<file path="config.mk">
export PLATFORM = sky130hd
export DESIGN_NAME = regfile_arbiter_flat
export DESIGN_NICKNAME = d
export VERILOG_FILES = /design/src/rtl/regfile_arbiter_if.sv /design/src/rtl/regfile_arbiter.sv /design/src/flat_wrapper.sv
export SDC_FILE = /design/constraint.sdc
export NUM_CORES = 1
export LEC_CHECK = 0
export BUFFER_PORTS_ARGS = -buffer_cell sky130_fd_sc_hd__buf_2
export CAP_MARGIN = 20
export CORE_ASPECT_RATIO = 1.75
export CORE_MARGIN = 3
export CORE_UTILIZATION = 40
export CTS_CLUSTER_SIZE = 12
export DETAILED_ROUTE_END_ITERATION = 10
export PLACE_DENSITY = 0.74
export SYNTH_ARGS = -nofsm -noshare
export SYNTH_HDL_FRONTEND = slang
export SYNTH_SLANG_ARGS = --single-unit
</file>
<file path="constraint.sdc">
create_clock -name clk -period 2.92 [get_ports clk]
set_clock_uncertainty 0.15 [all_clocks]
set_input_delay 0.292 -clock clk [delete_from_list [all_inputs] [get_ports clk]]
set_output_delay 0.292 -clock clk [all_outputs]
set_load 0.005 [all_outputs]
</file>
<file path="src/rtl/regfile_arbiter_if.sv">
// Requester-side bus for regfile_arbiter: two independent request/ack ports (A and B)
// carrying address, write data and registered read-data return.
interface regfile_arbiter_if;
  localparam int unsigned AW = 4;
  localparam int unsigned DW = 8;

  logic          a_req;
  logic          a_we;
  logic [AW-1:0] a_addr;
  logic [DW-1:0] a_wdata;
  logic          a_ack;
  logic [DW-1:0] a_rdata;
  logic          a_rvalid;

  logic          b_req;
  logic          b_we;
  logic [AW-1:0] b_addr;
  logic [DW-1:0] b_wdata;
  logic          b_ack;
  logic [DW-1:0] b_rdata;
  logic          b_rvalid;

  modport master (
    output a_req, a_we, a_addr, a_wdata,
    input  a_ack, a_rdata, a_rvalid,
    output b_req, b_we, b_addr, b_wdata,
    input  b_ack, b_rdata, b_rvalid
  );

  modport slave (
    input  a_req, a_we, a_addr, a_wdata,
    output a_ack, a_rdata, a_rvalid,
    input  b_req, b_we, b_addr, b_wdata,
    output b_ack, b_rdata, b_rvalid
  );
endinterface

</file>
<file path="src/rtl/regfile_arbiter.sv">
// Two-requester round-robin front end for an external 16x8 register file, with a
// 16-cycle bulk-initialise sequence that writes (init_val + index) to every register.
module regfile_arbiter (
  input  logic       clk,
  input  logic       rst_n,
  regfile_arbiter_if.slave bus,
  input  logic       init_start,
  input  logic [7:0] init_val,
  output logic       init_busy,
  output logic       init_done,
  output logic       rf_en,
  output logic [3:0] rf_addr,
  output logic [7:0] rf_wdata,
  input  logic [7:0] rf_rdata
);
  localparam int unsigned AW       = 4;
  localparam int unsigned DW       = 8;
  localparam int unsigned IDX_LAST = 15;

  typedef enum logic {
    ST_IDLE = 1'b0,
    ST_INIT = 1'b1
  } state_e;

  state_e        state_q, state_d;
  logic [AW-1:0] idx_q, idx_d;
  logic [DW-1:0] ival_q, ival_d;
  logic          last_b_q, last_b_d;   // 1: B was granted most recently
  logic          done_q, done_d;
  logic [DW-1:0] a_rdata_q, a_rdata_d;
  logic [DW-1:0] b_rdata_q, b_rdata_d;
  logic          a_rvalid_q, a_rvalid_d;
  logic          b_rvalid_q, b_rvalid_d;
  logic          a_ack_c, b_ack_c;

  // State and output registers
  always_ff @(posedge clk or negedge rst_n) begin
    if (!rst_n) begin
      state_q    <= ST_IDLE;
      idx_q      <= '0;
      ival_q     <= '0;
      last_b_q   <= 1'b1;
      done_q     <= 1'b0;
      a_rdata_q  <= '0;
      b_rdata_q  <= '0;
      a_rvalid_q <= 1'b0;
      b_rvalid_q <= 1'b0;
    end else begin
      state_q    <= state_d;
      idx_q      <= idx_d;
      ival_q     <= ival_d;
      last_b_q   <= last_b_d;
      done_q     <= done_d;
      a_rdata_q  <= a_rdata_d;
      b_rdata_q  <= b_rdata_d;
      a_rvalid_q <= a_rvalid_d;
      b_rvalid_q <= b_rvalid_d;
    end
  end

  // Next-state, arbitration and register-file drive
  always_comb begin
    state_d    = state_q;
    idx_d      = idx_q;
    ival_d     = ival_q;
    last_b_d   = last_b_q;
    done_d     = 1'b0;
    a_rdata_d  = a_rdata_q;
    b_rdata_d  = b_rdata_q;
    a_rvalid_d = 1'b0;
    b_rvalid_d = 1'b0;
    a_ack_c    = 1'b0;
    b_ack_c    = 1'b0;
    rf_en      = 1'b0;
    rf_addr    = '0;
    rf_wdata   = '0;

    case (state_q)
      ST_IDLE: begin
        if (init_start) begin
          state_d = ST_INIT;
          idx_d   = '0;
          ival_d  = init_val;
        end else if (bus.a_req && (!bus.b_req || last_b_q)) begin
          a_ack_c = 1'b1;
        end else if (bus.b_req) begin
          b_ack_c = 1'b1;
        end
      end
      ST_INIT: begin
        rf_en    = 1'b1;
        rf_addr  = idx_q;
        rf_wdata = DW'(ival_q + DW'(idx_q));
        idx_d    = AW'(idx_q + AW'(1));
        if (idx_q == AW'(IDX_LAST)) begin
          state_d = ST_IDLE;
          done_d  = 1'b1;
        end
      end
      default: state_d = ST_IDLE;
    endcase

    if (a_ack_c) begin
      last_b_d = 1'b0;
      rf_en    = bus.a_we;
      rf_addr  = bus.a_addr;
      rf_wdata = bus.a_wdata;
      if (!bus.a_we) begin
        a_rdata_d  = rf_rdata;
        a_rvalid_d = 1'b1;
      end
    end

    if (b_ack_c) begin
      last_b_d = 1'b1;
      rf_en    = bus.b_we;
      rf_addr  = bus.b_addr;
      rf_wdata = bus.b_wdata;
      if (!bus.b_we) begin
        b_rdata_d  = rf_rdata;
        b_rvalid_d = 1'b1;
      end
    end
  end

  assign bus.a_ack    = a_ack_c;
  assign bus.b_ack    = b_ack_c;
  assign bus.a_rdata  = a_rdata_q;
  assign bus.b_rdata  = b_rdata_q;
  assign bus.a_rvalid = a_rvalid_q;
  assign bus.b_rvalid = b_rvalid_q;
  assign init_busy    = (state_q == ST_INIT);
  assign init_done    = done_q;
endmodule

</file>
<file path="src/flat_wrapper.sv">
// flat-port wrapper written by rule: the top's interface ports become plain ports
module regfile_arbiter_flat 
  (clk, rst_n, init_start, init_val, init_busy, init_done, rf_en, rf_addr, rf_wdata, rf_rdata, bus_a_req, bus_a_we, bus_a_addr, bus_a_wdata, bus_a_ack, bus_a_rdata, bus_a_rvalid, bus_b_req, bus_b_we, bus_b_addr, bus_b_wdata, bus_b_ack, bus_b_rdata, bus_b_rvalid);
  regfile_arbiter_if bus_i ();
  input  logic clk;
  input  logic rst_n;
  input  logic init_start;
  input  logic [7:0] init_val;
  output logic init_busy;
  output logic init_done;
  output logic rf_en;
  output logic [3:0] rf_addr;
  output logic [7:0] rf_wdata;
  input  logic [7:0] rf_rdata;
  input wire logic [$bits(bus_i.a_req)-1:0] bus_a_req;
  input wire logic [$bits(bus_i.a_we)-1:0] bus_a_we;
  input wire logic [$bits(bus_i.a_addr)-1:0] bus_a_addr;
  input wire logic [$bits(bus_i.a_wdata)-1:0] bus_a_wdata;
  output wire logic [$bits(bus_i.a_ack)-1:0] bus_a_ack;
  output wire logic [$bits(bus_i.a_rdata)-1:0] bus_a_rdata;
  output wire logic [$bits(bus_i.a_rvalid)-1:0] bus_a_rvalid;
  input wire logic [$bits(bus_i.b_req)-1:0] bus_b_req;
  input wire logic [$bits(bus_i.b_we)-1:0] bus_b_we;
  input wire logic [$bits(bus_i.b_addr)-1:0] bus_b_addr;
  input wire logic [$bits(bus_i.b_wdata)-1:0] bus_b_wdata;
  output wire logic [$bits(bus_i.b_ack)-1:0] bus_b_ack;
  output wire logic [$bits(bus_i.b_rdata)-1:0] bus_b_rdata;
  output wire logic [$bits(bus_i.b_rvalid)-1:0] bus_b_rvalid;
  assign bus_i.a_req = bus_a_req;
  assign bus_i.a_we = bus_a_we;
  assign bus_i.a_addr = bus_a_addr;
  assign bus_i.a_wdata = bus_a_wdata;
  assign bus_a_ack = bus_i.a_ack;
  assign bus_a_rdata = bus_i.a_rdata;
  assign bus_a_rvalid = bus_i.a_rvalid;
  assign bus_i.b_req = bus_b_req;
  assign bus_i.b_we = bus_b_we;
  assign bus_i.b_addr = bus_b_addr;
  assign bus_i.b_wdata = bus_b_wdata;
  assign bus_b_ack = bus_i.b_ack;
  assign bus_b_rdata = bus_i.b_rdata;
  assign bus_b_rvalid = bus_i.b_rvalid;
  regfile_arbiter u_core (.clk(clk), .rst_n(rst_n), .bus(bus_i), .init_start(init_start), .init_val(init_val), .init_busy(init_busy), .init_done(init_done), .rf_en(rf_en), .rf_addr(rf_addr), .rf_wdata(rf_wdata), .rf_rdata(rf_rdata));
endmodule
</file>
Word level (Yosys, flattened, before mapping)
Index checks and enable logic that the tools add are counted.
{"block": "totals", "output_inout_bits": 35, "register_bits": 33, "inputBits": 47, "word_cells": 52}
{"block": "op_classes", "n_eq_ne": 2, "n_addsub": 2, "reduce_logical": 7, "bitwise": 3, "mux": 29}
{"cell": "$mux W8", "n": 3}
{"cell": "$mux W1", "n": 20}
{"cell": "$mux W4", "n": 4}
{"cell": "$add A8 B4 Y8", "n": 1}
{"cell": "$pmux W4 S2", "n": 1}
{"cell": "$reduce_and A2 Y1", "n": 3}
{"cell": "$add A4 B1 Y4 const B", "n": 1}
{"cell": "$eq A4 B4 Y1 const B", "n": 1}
{"cell": "$not A1 Y1", "n": 3}
{"cell": "$ne A2 B2 Y1 const B", "n": 1}
{"cell": "$pmux W1 S2", "n": 1}
{"cell": "$reduce_bool A2 Y1", "n": 1}
{"cell": "$logic_and A1 B1 Y1", "n": 1}
{"cell": "$logic_not A1 Y1", "n": 1}
{"cell": "$logic_or A1 B1 Y1", "n": 1}

Logic depth before layout (Yosys ltp)
{"block": "depth", "ltp_word": 8, "depth_mapped": 7, "depth_no_buf": 6}

Worst setup path after synthesis
No wires, ideal clock.
{"block": "synth_timing", "path_kind": "register -> output", "from": "register u_core.idx_q[0]", "to": "output rf_wdata[4]", "t_arrival_ns": 1.886, "path_buffers": 0, "setup_slack_ns": 0.592, "stages_incl_launch_ff": 7, "t_required_ns": 2.478, "cell_sequence": "dfrtp_1 > ha_1 > fa_1 > a21o_1 > a21oi_1 > mux2_2 > a21oi_1"}
{"block": "synth_between", "elab_chain_cells": 4}
{"item": "start: declaration", "line": "regfile_arbiter.sv:26", "rtl": "logic [AW-1:0] idx_q, idx_d;"}
{"item": "start signal: assignment", "line": "regfile_arbiter.sv:50", "rtl": "idx_q <= idx_d;"}
{"item": "$add A8 B4 Y8", "line": "regfile_arbiter.sv:93", "rtl": "rf_wdata = DW'(ival_q + DW'(idx_q));"}
{"item": "$mux W8", "line": "regfile_arbiter.sv:78", "rtl": "case (state_q)"}
{"item": "$mux W8", "line": "regfile_arbiter.sv:103", "rtl": "if (a_ack_c) begin"}
{"item": "$mux W8", "line": "regfile_arbiter.sv:114", "rtl": "if (b_ack_c) begin"}
{"item": "end: declaration", "line": "flat_wrapper.sv:13", "rtl": "output logic [7:0] rf_wdata;"}
No other way between the ends.

Worst setup path in the final report
{"block": "layout_timing", "from": "register u_core.ival_q[0]", "to": "output rf_wdata[4]"}
{"block": "layout_between", "elab_chain_cells": 4}
{"item": "start: declaration", "line": "regfile_arbiter.sv:27", "rtl": "logic [DW-1:0] ival_q, ival_d;"}
{"item": "start signal: assignment", "line": "regfile_arbiter.sv:51", "rtl": "ival_q <= ival_d;"}
{"item": "$add A8 B4 Y8", "line": "regfile_arbiter.sv:93"}
{"item": "$mux W8", "line": "regfile_arbiter.sv:78"}
{"item": "$mux W8", "line": "regfile_arbiter.sv:103"}
{"item": "$mux W8", "line": "regfile_arbiter.sv:114"}
No other way between the ends.

==> results.toml <==
[synth]
synth_top_area_frac = 0.4491
yosysSeqAreaShare = 0.4639
synth-edff-count = 0
synth-async-reset-ratio = 1.000
synthFlopType = "dfrtp_1"
netlist_area_um2 = 1783
ys_ff_latch = 33
syn_nets = 202
ys_types = 46
synth_area_leaders = "dfrtp_1 45%, mux2_4 6.7%, mux2_2 6.3%"
syn_avg_cell_area_um2 = 11.97
syn_inst = 149
ys_warn_count = 0
synth_top_area_cell = "dfrtp_1"

[timing]
worst_pin_slew_ns = 0.7542
slew_viol_final = 0
hold_violations = 0
max_freq_ghz = 0.3599
min_period_ns = 2.779
relSlewSlack = 0.4961
worst_slack_ns = 0.1413
rsz0062_at_grt = "no"
setup_violations = 0
min_period_over_period = 0.9516
fin_tns_setup_ns = 0

[placement]
routabilityCongestion = 0.8105
hpwl_um = 3349
dpl_worst_slack_ns = 0.3532
io_buffers = 81

[global_route]
grt_usage = 0.1652
grt_pass1_vias = 1490
antenna_found_initial = 0
overflow = 0
grt_max_degree = 34
grt_pass1_wl_um = 6851

[layout]
fillers = 405
antenna_cells = 0
seq_area_um2 = 827.0
areaGrowthSynthToFinish_pct = 32.91
drive_gt1_frac = 0.4958
multi_input_comb_area_um2 = 885.9
finalNetCount = 288

[hold_path]
hp-class = "in2reg"

[die]
die_w_um = 56.47
start_util = 0.4217
dieArea_um2 = 5326
ios = 82
dieHeight_um = 94.32
core_um2 = 4228
num_rows = 31

[cts]
htreeDepth = 2
clkLatencyLatePin_ns = 0.28
cts_root_buf = "clkbuf_8"
cts_tree = "done"
cts_buffer_depth = 2
numClockSinks = 33
numCtsBuffers = 5
clkTransAtPathRegs_ns = 0.07

[routing]
wl_met1_um = 1601
met2_length_um = 2289
dr.first_iter.drc_count = 54
wl_met3_um = 345
top_layer = "met4"
drt_wl_total_um = 4293
detail-route-antenna-nets = 0
wl_per_cell_um = 15.06
dr.pass1.iters = 5
via_per_inst = 5.330
vias = 1519
route.detailed.drc = 0

[critical_path]
cp.required_ns = 2.48
critPathLaunchType = "flip-flop"
path_max_fanout = 3
crit_path_cell_trace = "ha_1, fa_1, a21o_1, a21oi_2, mux2_2, a21oi_1, buf_2"
worstSetupPathType = "reg2out"
worstPathArrival_ns = 2.34
cp-end-kind = "primary output"
max_stage_delay_ns = 0.42
slowest_stage = "fa_1"

[job]
maxCapViolCount = 0

[power]
power_density_nw_per_um2 = 1066
leakagePower_nw = 1.286
ir_drop_mv = 0.8126

[status]
status = "finished clean"
Yosys cell counts, drive strengths merged (2+ instances only):
master,count
clkbuf,4
nor2b,3
a21oi,8
a211oi,2
a31oi,2
nand3,2
buf,4
and3,4
nand2b,2
xor2,2
nand2,5
a21o,3
inv,7
a211o,2
nor2,9
dfrtp,32
a22o,3
mux2,26
a222oi,6
ha,5
metrics by stage:
stage,utilization,hold WS [ns],instances,area (µm²),power (mW)
final,0.5605,0.05303,285,2370,2.526
after global placement,0.5262,0.2375,274,2225,2.044
after global routing,0.5605,0.04719,285,2370,2.733
after CTS,0.5561,0.04305,283,2351,2.519
after floorplan,-,-0.1536,149,1783,1.604
after detailed placement,0.5262,0.2482,274,2225,2.069
cell type report:
cell class	instances	share of cell area
tap	49	0.02587
multi-input combinational	101	0.3738
clock buffer	7	0.03643
sequential	33	0.3490
clock inverter	1	0.01267
timing repair buffer	87	0.1911
inverter	7	0.01109
cells in the final DEF (no fill, tap or decap), types with 2 or more instances in the layout:
master    instances
buf_2            81
dfrtp_1          32
mux2_2           10
mux2_4            8
mux2_1            8
a21oi_1           7
nor2_1            7
a222oi_1          6
inv_1             6
clkbuf_8          6
nand2_1           5
ha_1              5
buf_4             5
and3_1            4
a21o_1            3
nor2b_1           3
a22o_1            3
nand2b_1          2
nand3_1           2
a211o_1           2
a31oi_1           2
xor2_1            2
a211oi_1          2
power by group:
group,switching (mW),internal [mW],leakage (nW)
logic,0.560,0.726,0.810
registers,0.152,0.652,0.417
clock network,0.157,0.278,0.0585
final timing paths:
path / start / end / slack [ns] / depth (start not counted)
max: u_core.ival_q[0] / rf_wdata[4] / 0.14 / 7
max in group asynchronous: rst_n / u_core.idx_q[3] / 1.69 / 2
max reg2reg: u_core.init_busy / u_core.bus.a_rdata[0] / 0.82 / 6
min in group asynchronous: rst_n / u_core.init_done / 0.45 / 2
min reg2reg: u_core.bus.a_rdata[3] / u_core.bus.a_rdata[3] / 0.33 / 1
min: bus_a_req / u_core.last_b_q / 0.05 / 2
sequential cells by signal (all words and copies together), names as in the netlist:
register and flops:
u_core.ival_q 8, u_core.last_b_q 1, u_core.bus.b_rvalid 1, u_core.init_busy 1, u_core.idx_q 4, u_core.bus.b_rdata 8
u_core.bus.a_rvalid 1, u_core.init_done 1, u_core.bus.a_rdata 8
repair_timing:
| action | in CTS | in global routing |
|---|---|---|
| resized for setup | 0 | 1 |
| setup endpoints to repair | 0 | 1 |
| buffers inserted | 0 | 2 |
| hold buffers | 1 | 0 |
| endpoints found under the hold margin | 32 | 0 |
cells by family after synthesis:
kind of cell	count (synthesis)	synth area share
compound gates	35	0.1495
buf+inv	15	0.04139
fa+ha+maj	6	0.04632
flops	33	0.4639
simple gates	31	0.1032
mux	26	0.1811
xor+xnor	3	0.01474
worst max-delay path: cells and delay by family (launching register included):
kind | cells | cell delay, ns
AOI/OAI and AO/OA | 3 | 0.53
adders and majority gates | 2 | 0.66
buffers and inverters | 1 | 0.12
muxes | 1 | 0.36
DFF | 1 | 0.40
routing by layer:
layer,vias up,track usage
met1,704,0.1720
met3,5,0.03714
met4,0,0.04752
met5,-,0
met2,79,0.3205
li1,731,-
No activity file was read; power rests on OpenSTA's default activity.
